## src/rtl/adt_rdparse.sv

```systemverilog
// ADT7310 read-frame parser: validates completed SPI read frames and
// updates the status, configuration, temperature and ID shadow registers.
// A three-state pipeline (IDLE -> CHECK -> UPDATE) gives a fixed two-cycle latency.
module adt_rdparse #(
    parameter logic [7:0]  CON_EXP   = 8'h0C,
    parameter logic [4:0]  MAN_ID    = 5'b11000,
    parameter logic [23:0] STALE_CYC = 24'd12_500_000
) (
    input  logic        clk_sys,
    input  logic        rst_sys,
    input  logic        rd_vld,
    input  logic [7:0]  rd_cmd,
    input  logic [5:0]  rd_len,
    input  logic [15:0] rd_data,
    output logic [7:0]  stu_reg,
    output logic [7:0]  con_reg,
    output logic [15:0] temp_raw,
    output logic [12:0] temp_q4,
    output logic        temp_vld,
    output logic        alm_crit,
    output logic        alm_high,
    output logic        alm_low,
    output logic        con_bad,
    output logic        id_bad,
    output logic        frame_err,
    output logic [7:0]  err_cnt,
    output logic        stale
);

    localparam logic [1:0] StIdle   = 2'd0;
    localparam logic [1:0] StCheck  = 2'd1;
    localparam logic [1:0] StUpdate = 2'd2;

    logic [1:0]  state_q, state_d;
    logic [7:0]  cmd_q, cmd_d;
    logic [5:0]  len_q, len_d;
    logic [15:0] data_q, data_d;
    logic        acc_q, acc_d;
    logic [7:0]  stu_q, stu_d;
    logic [7:0]  con_q, con_d;
    logic [15:0] temp_q, temp_d;
    logic        temp_vld_q, temp_vld_d;
    logic        con_bad_q, con_bad_d;
    logic        id_bad_q, id_bad_d;
    logic        ferr_q, ferr_d;
    logic [7:0]  err_q, err_d;
    logic [23:0] stale_cnt_q, stale_cnt_d;

    logic        cmd_ok;
    logic        len_ok;
    logic [1:0]  n_err;
    logic [8:0]  err_sum;

    // Frame legality from the latched command and length.
    always_comb begin
        cmd_ok = cmd_q[6] & ~cmd_q[7] & (cmd_q[2:0] == 3'b000);
        unique case (cmd_q[5:3])
            3'd0, 3'd1, 3'd3: len_ok = (len_q == 6'd16);
            3'd2:             len_ok = (len_q == 6'd24);
            default:          len_ok = 1'b1;  // unused registers: accepted, no update
        endcase
    end

    // Next-state: FSM, holding registers, shadow registers, error and stale counters.
    always_comb begin
        state_d     = state_q;
        cmd_d       = cmd_q;
        len_d       = len_q;
        data_d      = data_q;
        acc_d       = acc_q;
        stu_d       = stu_q;
        con_d       = con_q;
        temp_d      = temp_q;
        con_bad_d   = con_bad_q;
        id_bad_d    = id_bad_q;
        temp_vld_d  = 1'b0;
        ferr_d      = 1'b0;
        n_err       = 2'd0;

        case (state_q)
            StIdle: begin
                if (rd_vld) begin
                    cmd_d   = rd_cmd;
                    len_d   = rd_len;
                    data_d  = rd_data;
                    state_d = StCheck;
                end
            end
            StCheck: begin
                acc_d   = cmd_ok & len_ok;
                state_d = StUpdate;
            end
            StUpdate: begin
                state_d = StIdle;
                if (acc_q) begin
                    case (cmd_q[5:3])
                        3'd0: stu_d = data_q[7:0];
                        3'd1: begin
                            con_d     = data_q[7:0];
                            con_bad_d = (data_q[7:0] != CON_EXP);
                        end
                        3'd2: begin
                            temp_d     = data_q;
                            temp_vld_d = 1'b1;
                        end
                        3'd3: id_bad_d = (data_q[7:3] != MAN_ID);
                        default: ;
                    endcase
                end else begin
                    ferr_d = 1'b1;
                    n_err  = n_err + 2'd1;
                end
            end
            default: state_d = StIdle;
        endcase

        // A frame arriving while the previous one is still in flight is dropped.
        if (rd_vld && (state_q != StIdle)) begin
            ferr_d = 1'b1;
            n_err  = n_err + 2'd1;
        end

        err_sum = {1'b0, err_q} + {7'b0, n_err};
        err_d   = err_sum[8] ? 8'hFF : err_sum[7:0];

        if (temp_vld_d) begin
            stale_cnt_d = '0;
        end else if (stale_cnt_q == STALE_CYC) begin
            stale_cnt_d = stale_cnt_q;
        end else begin
            stale_cnt_d = stale_cnt_q + 24'd1;
        end
    end

    // State registers with synchronous reset; reset also cancels any pending pulse.
    always_ff @(posedge clk_sys) begin
        if (rst_sys) begin
            state_q     <= StIdle;
            cmd_q       <= '0;
            len_q       <= '0;
            data_q      <= '0;
            acc_q       <= 1'b0;
            stu_q       <= 8'h80;
            con_q       <= '0;
            temp_q      <= '0;
            temp_vld_q  <= 1'b0;
            con_bad_q   <= 1'b0;
            id_bad_q    <= 1'b0;
            ferr_q      <= 1'b0;
            err_q       <= '0;
            stale_cnt_q <= '0;
        end else begin
            state_q     <= state_d;
            cmd_q       <= cmd_d;
            len_q       <= len_d;
            data_q      <= data_d;
            acc_q       <= acc_d;
            stu_q       <= stu_d;
            con_q       <= con_d;
            temp_q      <= temp_d;
            temp_vld_q  <= temp_vld_d;
            con_bad_q   <= con_bad_d;
            id_bad_q    <= id_bad_d;
            ferr_q      <= ferr_d;
            err_q       <= err_d;
            stale_cnt_q <= stale_cnt_d;
        end
    end

    assign stu_reg   = stu_q;
    assign con_reg   = con_q;
    assign temp_raw  = temp_q;
    assign temp_q4   = temp_q[15:3];
    assign temp_vld  = temp_vld_q;
    assign alm_crit  = stu_q[6];
    assign alm_high  = stu_q[5];
    assign alm_low   = stu_q[4];
    assign con_bad   = con_bad_q;
    assign id_bad    = id_bad_q;
    assign frame_err = ferr_q;
    assign err_cnt   = err_q;
    assign stale     = (stale_cnt_q == STALE_CYC);

endmodule

```

## config.mk

```make
export PLATFORM = sky130hd
export DESIGN_NAME = adt_rdparse
export DESIGN_NICKNAME = d
export VERILOG_FILES = /design/src/rtl/adt_rdparse.sv
export SDC_FILE = /design/constraint.sdc
export NUM_CORES = 1
export LEC_CHECK = 0
export CAP_MARGIN = 20
export CORE_MARGIN = 8
export CORE_UTILIZATION = 49
export CTS_BUF_LIST = sky130_fd_sc_hd__clkbuf_8
export DETAILED_ROUTE_END_ITERATION = 16
export HOLD_SLACK_MARGIN = 0.05
export PLACE_DENSITY = 0.78
export RECOVER_POWER = 100
export SYNTH_ARGS = -nofsm -noshare
export SYNTH_HDL_FRONTEND = slang
export SYNTH_SLANG_ARGS = --single-unit
```

## constraint.sdc

```tcl
create_clock -name clk_sys -period 2.7 [get_ports clk_sys]
set_clock_uncertainty 0.1 [all_clocks]
set_input_delay 0.54 -clock clk_sys [delete_from_list [all_inputs] [get_ports clk_sys]]
set_output_delay 0.54 -clock clk_sys [all_outputs]
set_load 0.02 [all_outputs]
```

# Word level (Yosys, flattened, before mapping)
# Cells that the tools add are included.
dict set report op_classes {
  addsub 3
  eq_ne 11
  n_mux 13
  n_bitwise 4
  reduce_logical 12
}
# cell count
set op_table {}
lappend op_table {{$add 24x1->24 const B} 1}
lappend op_table {{$eq 24x24->1 const B} 1}
lappend op_table {{$eq 6x5->1 const B} 2}
lappend op_table {{$reduce_and 3->1} 4}
lappend op_table {{$add 8x2->9} 1}
lappend op_table {{$mux 1} 8}
lappend op_table {{$mux 8} 1}
lappend op_table {{$ne 8x4->1 const B} 1}
lappend op_table {{$eq 3x2->1 const B} 2}
lappend op_table {{$logic_not 3->1} 2}
lappend op_table {{$ne 5x5->1 const B} 1}
lappend op_table {{$mux 2} 2}
lappend op_table {{$pmux 2 s2} 1}
lappend op_table {{$and 1x1->1} 3}
lappend op_table {{$eq 3x1->1 const B} 1}
lappend op_table {{$reduce_or 3->1} 1}
lappend op_table {{$add 2x1->2 const B} 1}
lappend op_table {{$eq 2x1->1 const B} 1}
lappend op_table {{$eq 2x2->1 const B} 1}
lappend op_table {{$logic_not 2->1} 1}
lappend op_table {{$ne 2x2->1 const B} 1}
lappend op_table {{$pmux 1 s2} 1}
lappend op_table {{$reduce_and 2->1} 1}
lappend op_table {{$reduce_bool 2->1} 1}
lappend op_table {{3 further kinds} 3}
dict set report word_totals {
  register_bits 101
  inputBits 33
  wordCells 57
}

# Depth between registers and ports, before layout
# Gate-level depths: netlist of run 1.
dict set report logic_depth {
  ltp_word 6
  depth_mapped 11
}

# Least setup slack after synthesis of run 1
# OpenSTA, ideal clock, no wires.
dict set report synth_path {
  kind {reg-to-reg}
  start {register state_q[1]}
  end {register err_q[0], in the netlist err_cnt[0]}
  setup_time_ps 71
  arrival_ps 2304
  required_time_ps 2529
  setup_slack_ps 225
  path_stages_with_launch 10
  path_buffers 0
  synth_period_minus_slack_ps 2475
  path_cell_list {dfxtp_1 or3b_2 ha_1 ha_1 inv_1 fa_1 nand2b_1 nor2b_1 nand3_1 a21oi_1}
}
dict set report synth_between {
  elab_chain_cells 6
  elab_cells_between_ends 8
}
# item line_no
set synth_rtl {}
lappend synth_rtl {{from (decl)} 34} ;# logic [1:0] state_q, state_d;
lappend synth_rtl {{from (signal assigned)} 138} ;# state_q <= StIdle;
lappend synth_rtl {{from (signal assigned)} 153} ;# state_q <= state_d;
lappend synth_rtl {{$eq 2x2->1} 80} ;# case (state_q)
lappend synth_rtl {{$mux 1} 80}
lappend synth_rtl {{$add 2x1->2} 120} ;# n_err = n_err + 2'd1;
lappend synth_rtl {{$mux 2 (*)} 118} ;# if (rd_vld && (state_q != StIdle)) begin
lappend synth_rtl {{$add 8x2->9 (*)} 123} ;# err_sum = {1'b0, err_q} + {7'b0, n_err};
lappend synth_rtl {{$mux 8 (*)} 124} ;# err_d = err_sum[8] ? 8'hFF : err_sum[7:0];
lappend synth_rtl {{to (signal assigned)} 165} ;# err_q <= err_d;
lappend synth_rtl {{to (decl)} 46} ;# logic [7:0] err_q, err_d;
# Mark *: on every way between the ends. The rest lies on a longest branch, timed or not.
# A chain may end at the register's enable or synchronous reset.

# Worst setup path after layout of run 1
dict set report layout_path {
  start {input rd_vld}
  end {register err_q[1], in the netlist err_cnt[1]}
}
dict set report layout_between {
  elab_chain_cells 4
}
# item line_no
set layout_rtl {}
lappend layout_rtl {{from (decl)} 11} ;# input logic rd_vld,
lappend layout_rtl {{$logic_and 1x1->1} 118}
lappend layout_rtl {{$mux 2} 118}
lappend layout_rtl {{$add 8x2->9} 123}
lappend layout_rtl {{$mux 8} 124}
# Every way passes these cells.

==> summary by stage, run 1 <==
Synth
After synthesis the netlist holds a flip-flop and latch count of 101. The number of nets handed over by synthesis was 535. The synthesized netlist occupies a cell area of 0.004224 mm2.

By area, the combinational part of the netlist is dominated by simple AND/OR/NAND/NOR gates. The share of async-settable or async-resettable flops after synthesis is 0. The part of the Yosys area used for sequential elements is 0.4787. Yosys printed 0 warnings.

Yosys mapped a number of flops with a built-in enable equal to 0. The share of the synthesized area in compound gates (AO/OA/AOI/OAI) is 0.1013. The post-synthesis share of cell area spent on and, or, nand and nor gates is 0.2506. Synthesis instantiated 43 different standard cells from the library.

Of the total synthesized cell area, the portion taken by XOR and XNOR cells is 0.03110. The multiplexer share of the synthesized area is 0.04502. The fraction of the mapped netlist area in adder cells is 0.02251.

Synthesis handed over a netlist of 495 instances. Among all flip-flop cells after synthesis, the most frequent one is sky130_fd_sc_hd__dfxtp_1. The post-synthesis average cell area is 8.533 um2.

Global routing
The number of antenna violations at the first check in global routing is 0. The overall overflow remaining after global route is 0. The overall global routing resource usage is 0.1720. The via count of the first global-routing pass is 3519. The global-route wire length before repair is 16460 um. Entering global routing, the biggest net connects 76 pins.

Status
The run finished with clean final reports.

Critical path
The destination of the worst register-to-register timing path is err_cnt[1]. The worst setup path is launched from a primary input. Following the worst setup path forward leads to its endpoint at err_cnt[1]. In this run the worst setup path begins at rd_vld.

The critical-path maximum fanout is 6. The data arrival time of the critical path is 2.77 ns. The setup slack of the worst register-to-register path is 0.15 ns. STA classifies the critical path endpoint as a flip-flop. The class of the most critical setup path is primary input to flip-flop. The worst register-to-register path begins at state_q[1]. For the worst setup path, the data required time is 2.90 ns. For the worst flop-to-flop path, the logic depth is 9.

Routing
The total via count after detailed routing is 3622. The count of nets left with antenna violations once routing finished came out at 0. In the routed layout, each cell is associated on average with a via count of 5.272. The count of unresolved DRC violations after routing is 0. The total length of routed wires is 9904 um. The routed wire length per instance is 14.42 um. The starting DRC count in detailed routing is 159.

The first-pass iteration count of the detailed router is 4.

Cells and area
In the final layout, the share of cells above drive strength 1 is 0.07427. The final antenna diode count is 0. The flip-flop count of the largest register, all copies and words added is 24.

The net total in the final layout is 614. Relative to the synthesized area, the layout overhead comes to 26.42%. The final non-filler cell total is 687. The top cell types in the final layout, fill and taps aside, are 106 x sky130_fd_sc_hd__nand2_1, 100 x sky130_fd_sc_hd__dfxtp_1, 65 x sky130_fd_sc_hd__a21oi_1, 60 x sky130_fd_sc_hd__dlygate4sd3_1, 35 x sky130_fd_sc_hd__nor2_1.

Leaving out fill and tap cells, the most frequent cell in the layout is sky130_fd_sc_hd__nand2_1. The filler cells instantiated in the layout total 737. The final standard cell area without fillers is 0.005340 mm2.

At the end of the flow the core is filled with cells to 0.6245. The register name with the most flops is stale_cnt_q.

Pwr
The leakage power summed over all cells is 2.136 nW. IR analysis of the VDD net gives a maximum drop of 295.5 uV. The power consumption is 2.670 mW. For this design the ratio of total power to cell area is 500.0 mW/mm2.

Floorplanning
The total core area is 0.008551 mm2. The die span in x is 108.8 um. The starting density of the core is 0.4940.

The count of pins on the block boundary is 94. The floorplan step defined a die boundary enclosing 0.01185 mm2. The floorplan has 34 rows. The vertical die dimension is 108.8 um.

Clock network
The CTS buffer count is 9. The clock reaches the later pin of the worst-skew pair after 0.37 ns. The clock net sink count is 101.

The root buffer selected by CTS is sky130_fd_sc_hd__clkbuf_8. The number of post-CTS setup repair buffers is 0. TritonCTS built the clock tree. The clock slew seen by the registers of the worst setup and hold paths is 0.10 ns. Hold repair after CTS inserted 0 buffers.

The clock passes through at most 2 buffers. The H-tree was split into 3 levels.

Hold path
The type of the most critical hold path is primary input to flip-flop.

Place
The detailed-placement wirelength estimate is 7076 um. The final RePlAce weighted congestion is 0.7703. After detailed placement, the total cell area comes to 0.005160 mm2. Counting tap cells, the placed design contains a total of 671 instances. The number of buffers inserted by port buffering is 93.

Timing
The fmax is 389.6 MHz. At the pin with the least slew margin, the transition time is 1.327 ns. Setup repair after global routing left no endpoint under its margin. Of the available clock period, the critical path in the final layout requires 0.9506. The number of slew-limit violations in the final report is 0.

The final number of hold-violating endpoints is 0. The worst pin sits at a relative slew slack of 0.1152. The setup-violating endpoint count in the final report is 0.

For the final routed database, the setup TNS stands at 0 ns. The final critical-path required period is 2.566 ns.

Job
The number of max-capacitance violations reported is 0.
[critical path: stages]
cell                              delay, ns
sky130_fd_sc_hd__clkdlybuf4s50_1       0.48
sky130_fd_sc_hd__nor2b_2               0.16
sky130_fd_sc_hd__inv_1                 0.05
sky130_fd_sc_hd__ha_1                  0.28
sky130_fd_sc_hd__ha_1                  0.16
sky130_fd_sc_hd__inv_1                 0.05
sky130_fd_sc_hd__fa_1                  0.38
sky130_fd_sc_hd__nand2b_4              0.17
sky130_fd_sc_hd__nor2b_4               0.14
sky130_fd_sc_hd__nand3_2               0.17
sky130_fd_sc_hd__a21oi_1               0.17
[through the flow]
stage | hold WS [ns] | worst slack [ns]
2_1_floorplan | 0.3313 | 0.2247
3_3_place_gp | 0.3379 | -0.2928
3_5_place_dp | 0.3510 | -0.4027
4_1_cts | 0.2850 | 0.008036
5_1_grt | 0.2893 | 0.01641
6_report | 0.2990 | 0.1335
[cell usage after synthesis, drive strengths merged, types with 5 or more instances]
cell / count / area [um2]
nand3: 15 / 75.07
mux2i: 19 / 190.2
or3: 8 / 51.30
buf: 20 / 142.6
o31ai: 5 / 37.54
nor4: 5 / 31.28
a21oi: 67 / 335.3
nand2: 106 / 397.9
nand4: 7 / 58.81
nor3: 6 / 30.03
or4: 7 / 56.30
o21ai: 8 / 40.04
dfxtp: 101 / 2022
xor2: 8 / 70.07
clkbuf: 20 / 75.07
inv: 13 / 48.80
nor2: 35 / 131.4
xnor2: 7 / 61.31
ha: 6 / 75.07
[layout make-up]
class | instances | area (um2) | share of cell area
Clock inverter | 7 | 68.82 | 0.01289
Multi-Input combinational cell | 340 | 1914 | 0.3585
Timing Repair Buffer | 109 | 1026 | 0.1921
Inverter | 13 | 48.80 | 0.009138
Sequential cell | 101 | 2023 | 0.3789
Tap cell | 108 | 135.1 | 0.02530
Clock buffer | 9 | 123.9 | 0.02320
[cell families after synthesis]
group,after synthesis
AO/OA/AOI/OAI,82
adder cells (fa/ha/maj),7
AND/OR/NAND/NOR,217
buffers and inverters,54
flip-flops,101
XOR/XNOR,15
multiplexers,19
[worst min path at each step]
stage,endpoint,from,cells after the start
global route,stu_reg[7],rst_sys,3
detailed placement,data_q[9],data_q[9],2
finish,stu_reg[7],rst_sys,3
CTS,stu_reg[7],rst_sys,3
floorplan,cmd_q[7],cmd_q[7],2
global placement,temp_raw[12],data_q[12],2
[repair_timing]
action,in CTS,in global routing
setup endpoints to repair,3,8
gates resized for setup,2,11
gates cloned,0,0
[power by group]
group / switching (mW) / internal, mW
registers: 0.0286 / 1.53
clock network: 0.567 / 0.361
logic: 0.0984 / 0.0892
[routing by layer]
layer  vias up  GRT usage  wire length (um)
met2        78     0.2847              4753
li1       1822          -                 -
met5         -          0                 0
met4         0    0.05279                80
met1      1713     0.1974              4333
met3         9    0.07329               737
(Power assumes the default switching activity.)
==> run 2, diff against run 1 <==
--- a/config.mk
+++ b/config.mk
@@ -7,10 +7,10 @@
 export LEC_CHECK = 0
 export CAP_MARGIN = 20
 export CORE_MARGIN = 8
-export CORE_UTILIZATION = 49
+export CORE_UTILIZATION = 47
 export CTS_BUF_LIST = sky130_fd_sc_hd__clkbuf_8
 export DETAILED_ROUTE_END_ITERATION = 16
-export HOLD_SLACK_MARGIN = 0.05
+export HOLD_SLACK_MARGIN = 0.15
 export PLACE_DENSITY = 0.78
 export RECOVER_POWER = 100
 export SYNTH_ARGS = -nofsm -noshare
==> constraint.sdc (replaced) <==
create_clock -name clk_sys -period 2.3 [get_ports clk_sys]
set_clock_uncertainty 0.1 [all_clocks]
set_input_delay 0.46 -clock clk_sys [delete_from_list [all_inputs] [get_ports clk_sys]]
set_output_delay 0.46 -clock clk_sys [all_outputs]
set_load 0.02 [all_outputs]
==> run 2 against run 1 <==
  * The flow now finishes with violations (setup timing)
  * First-iteration DRC count is 26% lower
  * Utilization rose by 2.1 points
  * Sequential share of layout area decreased by 1.9 points
  * Routed wire length grew 5.9%
  * Clock power rose by 17%
  * Die area grew 3.6%
  * Worst setup slack lost 0.14 ns
  * Largest power group unchanged
  * Design area rose by 5.4%
  * Global-route usage fell by 0.58 points
  * Critical path type is now flip-flop to flip-flop
  * Register-to-register slack got worse by 0.16 ns
  * Sequential power grew 18%
==> summary by stage, run 2 (synthesized netlist as in run 1, its figures left out) <==
Cells and area
The final antenna diode count was 0 (unchanged). The share of cells above drive strength 1 is 0.1431 (was 0.07427). The final standard cell area without fillers is 0.005629 mm2 (was 0.005340 mm2).

The core utilization of the finished layout is 0.6455 (was 0.6245). The layout-stage area growth over the synthesis result is 33.26% (was 26.42%). The total area of multi-input combinational cells is 0.002031 mm2 (was 0.001914 mm2). The final non-filler cell total was 709 (was 687).

The fill cell total of the finished layout is 732 (was 737). The register name with the most flops is stale_cnt_q (unchanged). The sequential cell area is 0.002028 mm2 (was 0.002023 mm2). Leading cell types in the layout, fill and taps excluded: 106 x sky130_fd_sc_hd__nand2_1, 96 x sky130_fd_sc_hd__dfxtp_1, 66 x sky130_fd_sc_hd__a21oi_1, 46 x sky130_fd_sc_hd__clkdlybuf4s50_1, 44 x sky130_fd_sc_hd__dlygate4sd3_1 (was 106 x sky130_fd_sc_hd__nand2_1, 100 x sky130_fd_sc_hd__dfxtp_1, 65 x sky130_fd_sc_hd__a21oi_1, 60 x sky130_fd_sc_hd__dlygate4sd3_1, 35 x sky130_fd_sc_hd__nor2_1).

The net total in the final layout came to 636 (was 614). The most common cell after layout, fill and taps aside is sky130_fd_sc_hd__nand2_1 (unchanged). The flip-flop count of the largest register, all copies and words added is 24 (unchanged).

Pwr
The switching share of power is 0.2618 (was 0.2601). The share of total power in sequential cells is 0.578 (was 0.582). The internal portion of total power came to 2.336 mW (was 1.975 mW).

The net switching power of the design is 0.8282 mW (was 0.6945 mW). The clock network fraction of design power is 0.344 (was 0.348). The worst IR drop on VDD was 333.1 uV (was 295.5 uV). The ratio of total power to cell area is 562.1 mW/mm2 (was 500.0 mW/mm2). The portion of total power attributed to combinational logic is 0.078 (was 0.070).

The leakage power summed over all cells is 2.251 nW (was 2.136 nW).

Timing
Unrepaired setup endpoints after global routing: true (was false). The final number of hold-violating endpoints is 0 (unchanged). The fmax is 433.7 MHz.

The worst slew slack as a fraction of its limit is 0.1528 (was 0.1152). The worst-case setup margin in the final layout is -0.005911 ns (was 0.1335 ns). The final critical-path required period is 2.306 ns. The number of slew-limit violations in the final report was 0 (unchanged). The setup-violating endpoint count in the final report is 1 (was 0). The slew of the pin with the lowest slew margin is 1.271 ns (was 1.327 ns).

The worst-case hold slack was 0.2309 ns (was 0.2990 ns). Dividing the final minimum period by the clock period gives 1.003.

Place
The placed instance area is 0.005289 mm2 (was 0.005160 mm2). The detailed-placement wirelength estimate came to 7385 um (was 7076 um). The final RePlAce weighted congestion is 0.7896 (was 0.7703). The number of buffers inserted by port buffering was 93 (unchanged). The instance count after placement with tap cells included was 684 (was 671).

Clock network
The number of hold buffers added after cts was 0 (unchanged). The clock insertion delay at the later pin of the skew report is 0.37 ns (about the same). The maximum clock insertion buffer count was 2 (unchanged). The TritonCTS clock tree is done (unchanged). The maximum level of the CTS H-tree is 3 (unchanged). The clock slew seen by the registers of the worst setup and hold paths came to 0.11 ns (was 0.10 ns).

The clock net sink count is 101 (unchanged). The CTS buffer count is 9 (unchanged). The root buffer selected by CTS was sky130_fd_sc_hd__clkbuf_8 (unchanged).

Floorplanning
The vertical die dimension came to 110.8 um (was 108.8 um). The total core area is 0.008721 mm2 (was 0.008551 mm2). The starting density of the core came to 0.4844 (was 0.4940). The count of pins on the block boundary is 94 (unchanged).

The die span in x is 110.8 um (was 108.8 um). The area of the die is 0.01228 mm2 (was 0.01185 mm2). The site row count came to 34 (unchanged).

Critical path
The kind of end point of the critical path was a flip-flop (unchanged). The class of the most critical setup path is flip-flop to flip-flop (was primary input to flip-flop). The data required time at the worst endpoint is 2.43 ns (was 2.90 ns). The critical-path maximum fanout is 3 (was 6). The type of element launching the critical path is a flip-flop (was primary input). The data arrival time of the critical path is 2.44 ns (was 2.77 ns).

Status
Run status: complete, but fails checks (was complete, no violations). The final reports fail on setup timing.

Routing
The vias per cell is 5.261 (was 5.272). The number of nets with antenna violations after routing is 0 (unchanged). The first-pass iteration count of the detailed router is 4 (unchanged). The total via count after detailed routing came to 3730 (was 3622).

The starting DRC count in detailed routing was 117 (was 159). The routed wire length per instance is 14.79 um (was 14.42 um). The count of unresolved DRC violations after routing is 0 (unchanged). The total length of routed wires is 10490 um (was 9904 um).

Global routing
The number of antenna violations at the first check in global routing was 0 (unchanged). The global-route wire length before repair is 17400 um (was 16460 um). The pin count of the biggest net entering global routing is 76 (unchanged). The via count of the first global-routing pass is 3657 (was 3519). The overall overflow remaining after global route was 0 (unchanged).

The overall global routing resource usage is 0.1661 (was 0.1720).

Job
The number of max-capacitance violations reported is 0 (unchanged).

Hold path
The type of the most critical hold path is primary input to flip-flop (unchanged).
[run 2: cell types whose count changed in the layout (fill, tap and decap cells not counted), moves of 2 or more]
cell,delta
sky130_fd_sc_hd__inv_2,+3
sky130_fd_sc_hd__ha_4,+3
sky130_fd_sc_hd__inv_1,-3
sky130_fd_sc_hd__dlygate4sd3_1,-16
sky130_fd_sc_hd__dfxtp_1,-4
sky130_fd_sc_hd__clkdlybuf4s50_1,+15
sky130_fd_sc_hd__clkbuf_1,-2
sky130_fd_sc_hd__dfxtp_2,+4
sky130_fd_sc_hd__ha_1,-3
sky130_fd_sc_hd__buf_4,+24
[run 2: per-stage QoR]
stage / setup TNS, ns / total power [mW] / setup slack, ns
after global routing: -0.5896 / 3.294 / -0.1057
after floorplan: 0 / 1.985 / 0.06484
after detailed placement: -3.892 / 2.094 / -0.5083
after global placement: -3.424 / 2.087 / -0.4543
after CTS: -0.09554 / 3.181 / -0.01924
final: -0.005911 / 3.164 / -0.005911
[run 2: power by group through the flow]
stage / clock [mW] / sequential (mW) / combinational, mW
detailed placement: 0 / 1.87 / 0.228
global placement: 0 / 1.86 / 0.224
global route: 1.18 / 1.83 / 0.275
finish: 1.09 / 1.83 / 0.248
CTS: 1.11 / 1.83 / 0.244
floorplan: 0 / 1.86 / 0.125
[run 2: critical path: stages, from the launching register on]
cell	delay (ns)
sky130_fd_sc_hd__dfxtp_2	0.34
sky130_fd_sc_hd__or3b_4	0.41
sky130_fd_sc_hd__ha_4	0.28
sky130_fd_sc_hd__ha_4	0.13
sky130_fd_sc_hd__inv_2	0.03
sky130_fd_sc_hd__fa_2	0.35
sky130_fd_sc_hd__nand2b_4	0.16
sky130_fd_sc_hd__nor2b_4	0.15
sky130_fd_sc_hd__and3b_1	0.17
sky130_fd_sc_hd__nor3_1	0.04
[run 2: final cells by class]
cell class / count / area share
clock inverter: 7 / 0.01200
multi-input combinational: 340 / 0.3607
timing repair buffer: 131 / 0.2123
clock buffer: 9 / 0.02200
inverter: 13 / 0.008669
tap: 108 / 0.02401
sequential: 101 / 0.3603
[run 2: routing by layer]
layer | up-vias | track usage | routed length (um)
li1 | 1863 | - | -
met1 | 1771 | 0.1890 | 4402
met2 | 86 | 0.2802 | 5169
met3 | 10 | 0.06764 | 813
met4 | 0 | 0.04324 | 101
met5 | - | 0 | 0
[run 2: final timing paths]
kind	to	slack [ns]	from	depth (start not counted)
worst max-delay path	err_cnt[6]	-0.006	acc_q	9
worst min-delay path	stu_reg[7]	0.23	rst_sys	3
worst max register to register	err_cnt[6]	-0.006	acc_q	9
worst min register to register	temp_raw[11]	0.36	data_q[11]	2
[run 2: timing repair]
item,CTS,global route
pin swaps,6,6
buffers inserted,5,4
resized for setup,21,12
endpoints found under the setup margin,8,9
